**config.mk**
```make
export PLATFORM = sky130hd
export DESIGN_NAME = pcie_turnoff_init
export DESIGN_NICKNAME = d
export VERILOG_FILES = /design/src/rtl/pcie_turnoff_init.sv
export SDC_FILE = /design/constraint.sdc
export NUM_CORES = 1
export LEC_CHECK = 0
export ABC_CLOCK_PERIOD_IN_PS = 1910
export CORE_MARGIN = 5
export CORE_UTILIZATION = 30
export CTS_BUF_LIST = sky130_fd_sc_hd__clkbuf_4 sky130_fd_sc_hd__clkbuf_8
export CTS_CLUSTER_SIZE = 40
export DETAILED_ROUTE_END_ITERATION = 10
export MAX_ROUTING_LAYER = met4
export RECOVER_POWER = 50
export SYNTH_ARGS = -nofsm -noshare
export SYNTH_HDL_FRONTEND = slang
export SYNTH_SLANG_ARGS = --single-unit
```
**constraint.sdc**
```tcl
create_clock -name clk -period 1.91 [get_ports clk]
set_input_delay 0.191 -clock clk [delete_from_list [all_inputs] [get_ports clk]]
set_output_delay 0.191 -clock clk [all_outputs]
set_load 0.01 [all_outputs]
```
**src/rtl/pcie_turnoff_init.sv**
```systemverilog
// Initiator side of the PCIe turn-off handshake: drain, notify, wait for ack/timeout, power off.
// Optional macro PCIE_TURNOFF_ACK_FILTER_EN requires 4 consecutive low ack samples in WAIT_ACK.
module pcie_turnoff_init #(
  parameter int unsigned PEND_W     = 4,
  parameter int unsigned TMO_W      = 16,
  parameter int unsigned TMO_CYCLES = 50000
) (
  input  logic              clk,
  input  logic              rst,
  input  logic              pwr_down_req_i,
  input  logic              pwr_up_req_i,
  input  logic              req_sent_i,
  input  logic              compl_rcv_i,
  input  logic              cfg_turnoff_ok_n_i,
  output logic              cfg_to_turnoff_n_o,
  output logic              req_block_o,
  output logic              pwr_off_o,
  output logic              busy_o,
  output logic              tmo_err_o,
  output logic [PEND_W-1:0] pend_cnt_o
);

  typedef enum logic [2:0] {
    S_IDLE, S_DRAIN, S_NOTIFY, S_WAIT_ACK, S_OFF
  } state_e;

  localparam logic [TMO_W-1:0]  TMO_LAST = TMO_W'(TMO_CYCLES - 1);
  localparam logic [PEND_W-1:0] PEND_MAX = '1;

  state_e              state_q, state_d;
  logic [TMO_W-1:0]    tmo_q, tmo_d;
  logic [PEND_W-1:0]   pend_q, pend_d;
  logic                err_q, err_d;
  logic                to_n_q, blk_q, off_q, busy_q;
  logic                ack_qual_c;

`ifdef PCIE_TURNOFF_ACK_FILTER_EN
  logic [1:0] filt_q, filt_d;

  // Count consecutive low ack samples; only counts inside WAIT_ACK
  always_comb begin
    filt_d = 2'd0;
    if (state_q == S_WAIT_ACK && !cfg_turnoff_ok_n_i) begin
      filt_d = (filt_q == 2'd3) ? filt_q : filt_q + 2'd1;
    end
  end

  assign ack_qual_c = !cfg_turnoff_ok_n_i && (filt_q == 2'd3);

  always_ff @(posedge clk or posedge rst) begin
    if (rst) filt_q <= 2'd0;
    else     filt_q <= filt_d;
  end
`else
  assign ack_qual_c = !cfg_turnoff_ok_n_i;
`endif

  // Saturating outstanding-request counter, active in every state
  always_comb begin
    pend_d = pend_q;
    if (req_sent_i && !compl_rcv_i && pend_q != PEND_MAX) begin
      pend_d = pend_q + PEND_W'(1);
    end else if (compl_rcv_i && !req_sent_i && pend_q != '0) begin
      pend_d = pend_q - PEND_W'(1);
    end
  end

  always_comb begin
    state_d = state_q;
    tmo_d   = tmo_q;
    err_d   = err_q;
    unique case (state_q)
      S_IDLE: begin
        if (pwr_down_req_i) begin
          state_d = S_DRAIN;
          err_d   = 1'b0;
          tmo_d   = '0;
        end
      end
      S_DRAIN: begin
        if (pwr_up_req_i) begin
          state_d = S_IDLE;
        end else if (pend_q == '0) begin
          state_d = S_NOTIFY;
        end else if (tmo_q == TMO_LAST) begin
          state_d = S_NOTIFY;
          err_d   = 1'b1;
        end else begin
          tmo_d = tmo_q + TMO_W'(1);
        end
      end
      S_NOTIFY: begin
        state_d = S_WAIT_ACK;
        tmo_d   = '0;
      end
      S_WAIT_ACK: begin
        if (pwr_up_req_i) begin
          state_d = S_IDLE;
        end else if (ack_qual_c) begin
          state_d = S_OFF;
        end else if (tmo_q == TMO_LAST) begin
          state_d = S_OFF;
          err_d   = 1'b1;
        end else begin
          tmo_d = tmo_q + TMO_W'(1);
        end
      end
      S_OFF: begin
        if (pwr_up_req_i) state_d = S_IDLE;
      end
      default: state_d = S_IDLE;
    endcase
  end

  // Outputs are registered, decoded from the next state so they track state_q
  always_ff @(posedge clk or posedge rst) begin
    if (rst) begin
      state_q <= S_IDLE;
      tmo_q   <= '0;
      pend_q  <= '0;
      err_q   <= 1'b0;
      to_n_q  <= 1'b1;
      blk_q   <= 1'b0;
      off_q   <= 1'b0;
      busy_q  <= 1'b0;
    end else begin
      state_q <= state_d;
      tmo_q   <= tmo_d;
      pend_q  <= pend_d;
      err_q   <= err_d;
      to_n_q  <= !(state_d == S_NOTIFY || state_d == S_WAIT_ACK);
      blk_q   <= (state_d != S_IDLE);
      off_q   <= (state_d == S_OFF);
      busy_q  <= (state_d != S_IDLE);
    end
  end

  assign cfg_to_turnoff_n_o = to_n_q;
  assign req_block_o        = blk_q;
  assign pwr_off_o          = off_q;
  assign busy_o             = busy_q;
  assign tmo_err_o          = err_q;
  assign pend_cnt_o         = pend_q;

endmodule

```
==> out/metrics.yaml, run 1 <==
logic_synthesis:
  syn_nets: 160
  synth_area_sq_um: 1470
  yosys_warnings: 0
  post_synth.cell_area_avg_sq_um: 9.86
  ys_ff_latch: 27
  async_flop_share_pct: 100
  synth_ff_type: "dfrtp_1"
  synth_edf_count: 0
  synth_seq_area_share_pct: 46.1
  ys_types: 41
  netlist_instances: 149
drt:
  drt-vias-per-instance: 4.93
  finalWirelength_um: 3610
  first_pass_iters: 4
  antenna_left: 0
  wire_per_inst_um: 13.3
  post-route-drc-count: 0
  drtIter0Drc: 45
  vias: 1341
sta:
  tns_ns: -0.00710
  setup_viol: 1
  timing.final.ws_setup_ns: -0.00710
  finalHoldWorstSlack_ns: 0.535
  skew_ns: 0.00296
  rsz0062_at_grt: "true"
  finalCritPeriodShare_pct: 100
  min_period_ns: 1.92
  maxSlewHeadroom_pct: 55.0
  max_freq_ghz: 0.522
  finalHoldViolations: 0
  maxSlewViolCount: 0
  worst_pin_slew_ns: 0.675
finish:
  antenna_cells: 0
  final_cell_mix: "buf_4 (36), dfrtp_1 (26), clkdlybuf4s50_1 (14)"
  drive_above_1_share_pct: 32.7
  final_common_cell: "buf_4"
  area_growth_pct: 47.2
  fin_nets: 217
  final_core_util_pct: 45.8
worst_setup_path:
  cp_data_arrival_time_ns: 2.11
  critical_path_class: "reg2reg"
  required_ns: 2.11
  startpoint_type: "flip-flop"
  worstPathMaxFanout: 3
  cp-end-kind: "flip-flop"
clock_network:
  clk_path_buf_depth: 2
  cts_root_buffer: "clkbuf_8"
  clkSinkCount: 27
  cts_tree: "yes"
  clock_latency_ns: 0.27
  cts-buffers-inserted: 3
  htreeDepth: 1
  clk_pin_slew_ns: 0.09
  cts.hold.buffers_added: 0
outcome:
  violations: "setup timing"
  outcome: "finished with violations"
grt:
  grtUsageTotal_pct: 11.0
  grt_use_met2_pct: 18.7
  antenna_found_initial: 0
  grt_pass1_vias: 1256
  grt-busiest-layer: "met2"
  use_met1_pct: 13.4
  grt_pass1_wl_um: 5490
  grt_util_met3_pct: 3.16
  grt_overflow: 0
  grt_start_max_net_pins: 28
floorplanning:
  core-area_sq_um: 4720
  die_w_um: 80.0
  die_area_sq_um: 6400
  io_pins: 16
  start_util_pct: 31.1
  die_height_um: 80.0
  rows: 25
power_and_ir_drop:
  power_density_nw_per_um2: 1080
  p_leak_nw: 0.887
  irDropWorstVdd_mv: 0.429
  totalPowerFinal_w: 0.00234
place:
  dp_slack_ns: -0.185
  hpwl_um: 2410
  gp_congestion: 0.817
  io_buffers: 15
hold_path:
  hold_path.class: "in2async"
job:
  drv_cap: 0
## logic make-up after synthesis
kind of cell             share of synthesized area, %
adder cells (fa/ha/maj)                          3.92
AND/OR/NAND/NOR                                  22.8
multiplexers                                     1.53
XOR/XNOR                                         2.39
buffers and inverters                            4.43
AO/OA/AOI/OAI                                    18.8
flip-flops                                       46.1
## final timing paths
kind	slack (ns)	endpoint	cells past startpoint	from
max	-0.007	busy_o	6	tmo_q[11]
min in group clk	0.56	tmo_err_o	1	tmo_err_o
max reg2reg	-0.007	busy_o	6	tmo_q[11]
min	0.54	pend_cnt_o[1]	3	rst
min reg2reg	0.56	tmo_err_o	1	tmo_err_o
max in group asynchronous	0.95	tmo_q[2]	3	rst
## power by group
part	internal, W	switching, W	leakage [nW]
Clock	0.000146	0.000176	0.0255
Combinational	0.000658	0.000599	0.502
Sequential	0.000680	0.0000769	0.359
## area by class of cell
cell class | instances | area, sq um
Clock buffer | 3 | 41.3
Multi-Input combinational cell | 109 | 858
Clock inverter | 1 | 5.00
Fill cell | 448 | 2560
Sequential cell | 27 | 677
Inverter | 10 | 37.5
Tap cell | 67 | 83.8
Timing Repair Buffer | 55 | 459
## registers in the layout, indices dropped and copies added, names as in the netlist
register / cells
tmo_q: 16
pend_cnt_o: 4
busy_o: 1
tmo_err_o: 1
cfg_to_turnoff_n_o: 1
pwr_off_o: 1
state_q: 3
## routing by layer
| layer | part of all wire (%) | up-vias |
|---|---|---|
| met5 | 0 | - |
| met4 | 0 | 0 |
| met3 | 5.1 | 0 |
| met2 | 51 | 26 |
| met1 | 44 | 649 |
| li1 | - | 666 |
## metrics by stage
step                      cells  instance area [sq um]
after floorplan             149                   1470
after global placement      261                   1930
after detailed placement    261                   1930
after CTS                   265                   2000
after global routing        272                   2160
final                       272                   2160
## worst max-delay path, stage by stage (launching register included)
cell and delay (ns):
dfrtp_1 0.41, nor4b_2 0.32, nand4_1 0.27, buf_4 0.23
nor3b_1 0.13, a2111o_1 0.39, o211ai_1 0.09
## synth_stat cells (all sizes together), types with 2 or more instances
cell type | n | area share [%]
dfrtp | 26 | 44
a21oi | 15 | 5.1
o21ai | 13 | 4.4
or3 | 11 | 4.7
inv | 10 | 2.6
nor2 | 10 | 2.6
nand4 | 8 | 3.4
nand2 | 6 | 1.5
nand3 | 5 | 1.7
buf | 3 | 1.6
ha | 3 | 2.6
nor3 | 3 | 1.4
o31ai | 3 | 1.5
a21o | 2 | 1.0
mux2 | 2 | 1.5
nand2b | 2 | 1.0
nor2b | 2 | 0.85
nor3b | 2 | 1.0
nor4b | 2 | 1.2
or4 | 2 | 1.0
xnor2 | 2 | 1.2
xor2 | 2 | 1.2
## repair_timing
item | in CTS | in global routing
setup buffers | 0 | 6
pin swaps | 0 | 19
setup endpoints to repair | 12 | 17
resized for setup | 3 | 19
cloned | 0 | 1
No activity file was read; power rests on OpenSTA's default activity.
==> run 2: changes to the inputs <==
CORE_UTILIZATION = 50   (was 30)
PLACE_DENSITY = 0.75   (was default)
==> out/metrics.yaml, run 2 (synthesized netlist as in run 1, its figures left out) <==
outcome:
  outcome: "finished with violations"
  violations: "setup timing"
place:
  hpwl_um: 2600
  dp.cells: 222
  gp_congestion: 0.866
  io_buffers: 15
  dp_slack_ns: -0.282
finish:
  fin_nets: 214
  area_growth_pct: 46.4
  final_core_util_pct: 77.3
  largest_reg_flops: 16
  register_area_sq_um: 677
  fin_cells: 233
  top_register: "tmo_q"
  fillers: 173
  multi_input_area_sq_um: 932
  antenna_cells: 0
  drive_above_1_share_pct: 38.6
  final_cell_mix: "buf_4 (30), dfrtp_1 (26), clkdlybuf4s50_1 (15)"
  final_common_cell: "buf_4"
drt:
  finalWirelength_um: 4130
  post-route-drc-count: 0
  drtIter0Drc: 107
  antenna_left: 0
  wire_per_inst_um: 17.7
  vias: 1451
  drt-vias-per-instance: 6.23
  first_pass_iters: 4
clock_network:
  clock_latency_ns: 0.32
  cts.hold.buffers_added: 0
  clk_path_buf_depth: 2
  htreeDepth: 1
  clkSinkCount: 27
  cts_tree: "yes"
  clk_pin_slew_ns: 0.13
  cts_root_buffer: "clkbuf_4"
  cts-buffers-inserted: 3
grt:
  grt_overflow: 0
  grt_start_max_net_pins: 28
  grt_pass1_vias: 1461
  grt_pass1_wl_um: 6530
  grtUsageTotal_pct: 20.3
  antenna_found_initial: 0
sta:
  tns_ns: -0.286
  skew_ns: 0.00460
  rsz0062_at_grt: "true"
  finalHoldViolations: 0
  max_freq_ghz: 0.502
  maxSlewViolCount: 0
  worst_pin_slew_ns: 1.44
  timing.final.ws_setup_ns: -0.0802
  setup_viol: 10
  maxSlewHeadroom_pct: 4.02
  finalCritPeriodShare_pct: 104
  min_period_ns: 1.99
worst_setup_path:
  reg2reg_slack_ns: -0.08
  crit_chain: "nor2b_4, a2111oi_4, buf_4, o22ai_4, buf_4, or3_1, a21oi_1"
  startpoint_type: "flip-flop"
  worst_path_largest_cell_delay_ns: 0.43
  endpoint: "tmo_q[9]"
  r2r-end: "tmo_q[9]"
  crit_path_start: "state_q[1]"
  slowest_stage: "dfrtp_1"
  crit_top_cell: "buf_4"
  r2r_start: "state_q[1]"
  required_ns: 2.15
  cp_data_arrival_time_ns: 2.23
  cp-end-kind: "flip-flop"
  reg2regPathDepth: 7
  critical_path_class: "reg2reg"
  worstPathMaxFanout: 6
power_and_ir_drop:
  power_density_nw_per_um2: 1130
  p_leak_nw: 0.872
  irDropWorstVdd_mv: 1.11
floorplanning:
  start_util_pct: 52.8
  io_pins: 16
  die_w_um: 64.2
  die_area_sq_um: 4120
  core-area_sq_um: 2780
  rows: 19
  die_height_um: 64.2
hold_path:
  worstHoldPathCells: 1
  worst_hold_startpoint: "tmo_err_o"
  hold_path.class: "reg2reg"
job:
  drv_cap: 0
## run 2: changes by cell type in the layout (fill, tap and decap cells not counted), sizes merged
cell | previous run | this run
buf | 39 | 35
clkbuf | 4 | 5
clkdlybuf4s50 | 14 | 15
clkinv | 1 | 0
dlygate4sd3 | 1 | 0
o22ai | 1 | 2
## run 2: area by class of cell
type                    instances  share of cell area, %
multi-input cells             110                   43.3
flip-flops and latches         27                   31.5
repair buffers                 51                   20.2
well taps                      31                   1.80
inverters                      10                   1.75
clock buffers                   4                   1.40
## run 2: worst max-delay path: cells and delay by family, from the launching register on
family / cells / cell delay [ns]
AOI/OAI and AO/OA: 3 / 0.61
DFF: 1 / 0.43
buffers and inverters: 2 / 0.37
and+or+nand+nor: 2 / 0.51
## run 2: how the worst min path moves through the flow
stage | endpoint | slack, ns
floorplan | busy_o | 0.24
global placement | tmo_err_o | 0.53
detailed placement | tmo_err_o | 0.55
CTS | pend_cnt_o[1] | 0.23
global route | tmo_err_o | 0.59
finish | tmo_err_o | 0.58
## run 2: power by group
part | leakage, nW | internal (W) | switching (W)
combinational | 0.494 | 0.000735 | 0.000658
sequential | 0.359 | 0.000679 | 0.000108
clock | 0.0184 | 0.0000960 | 0.000159
## run 2: routing by layer
metal  track usage [%]  wire length [um]  up-vias
met2              30.9              2060       62
met1              26.1              1800      712
met5                 -                 0        -
met3              3.85               205       11
li1                  -                 -      666
met4              9.41                73        0
## run 2: through the flow
stage / total power (W) / instance area [sq um] / hold WS [ns]
3_3_place_gp: 0.00181 / 1860 / 0.528
5_1_grt: 0.00260 / 2150 / 0.593
2_1_floorplan: 0.00133 / 1470 / 0.243
3_5_place_dp: 0.00186 / 1860 / 0.548
6_report: 0.00244 / 2150 / 0.579
4_1_cts: 0.00227 / 2010 / 0.233
## run 2: timing repair
| item | 4_1_cts | 5_1_grt |
|---|---|---|
| setup buffers | 3 | 4 |
| setup endpoints to repair | 14 | 20 |
| pin swaps | 8 | 19 |
| resized for setup | 11 | 29 |
| gates cloned | 2 | 0 |
==> run 3: changes to the inputs <==
SLEW_MARGIN = 20   (was default)
==> results of run 3 <==
Final layout, timing and power as in run 2 (identical DEF).
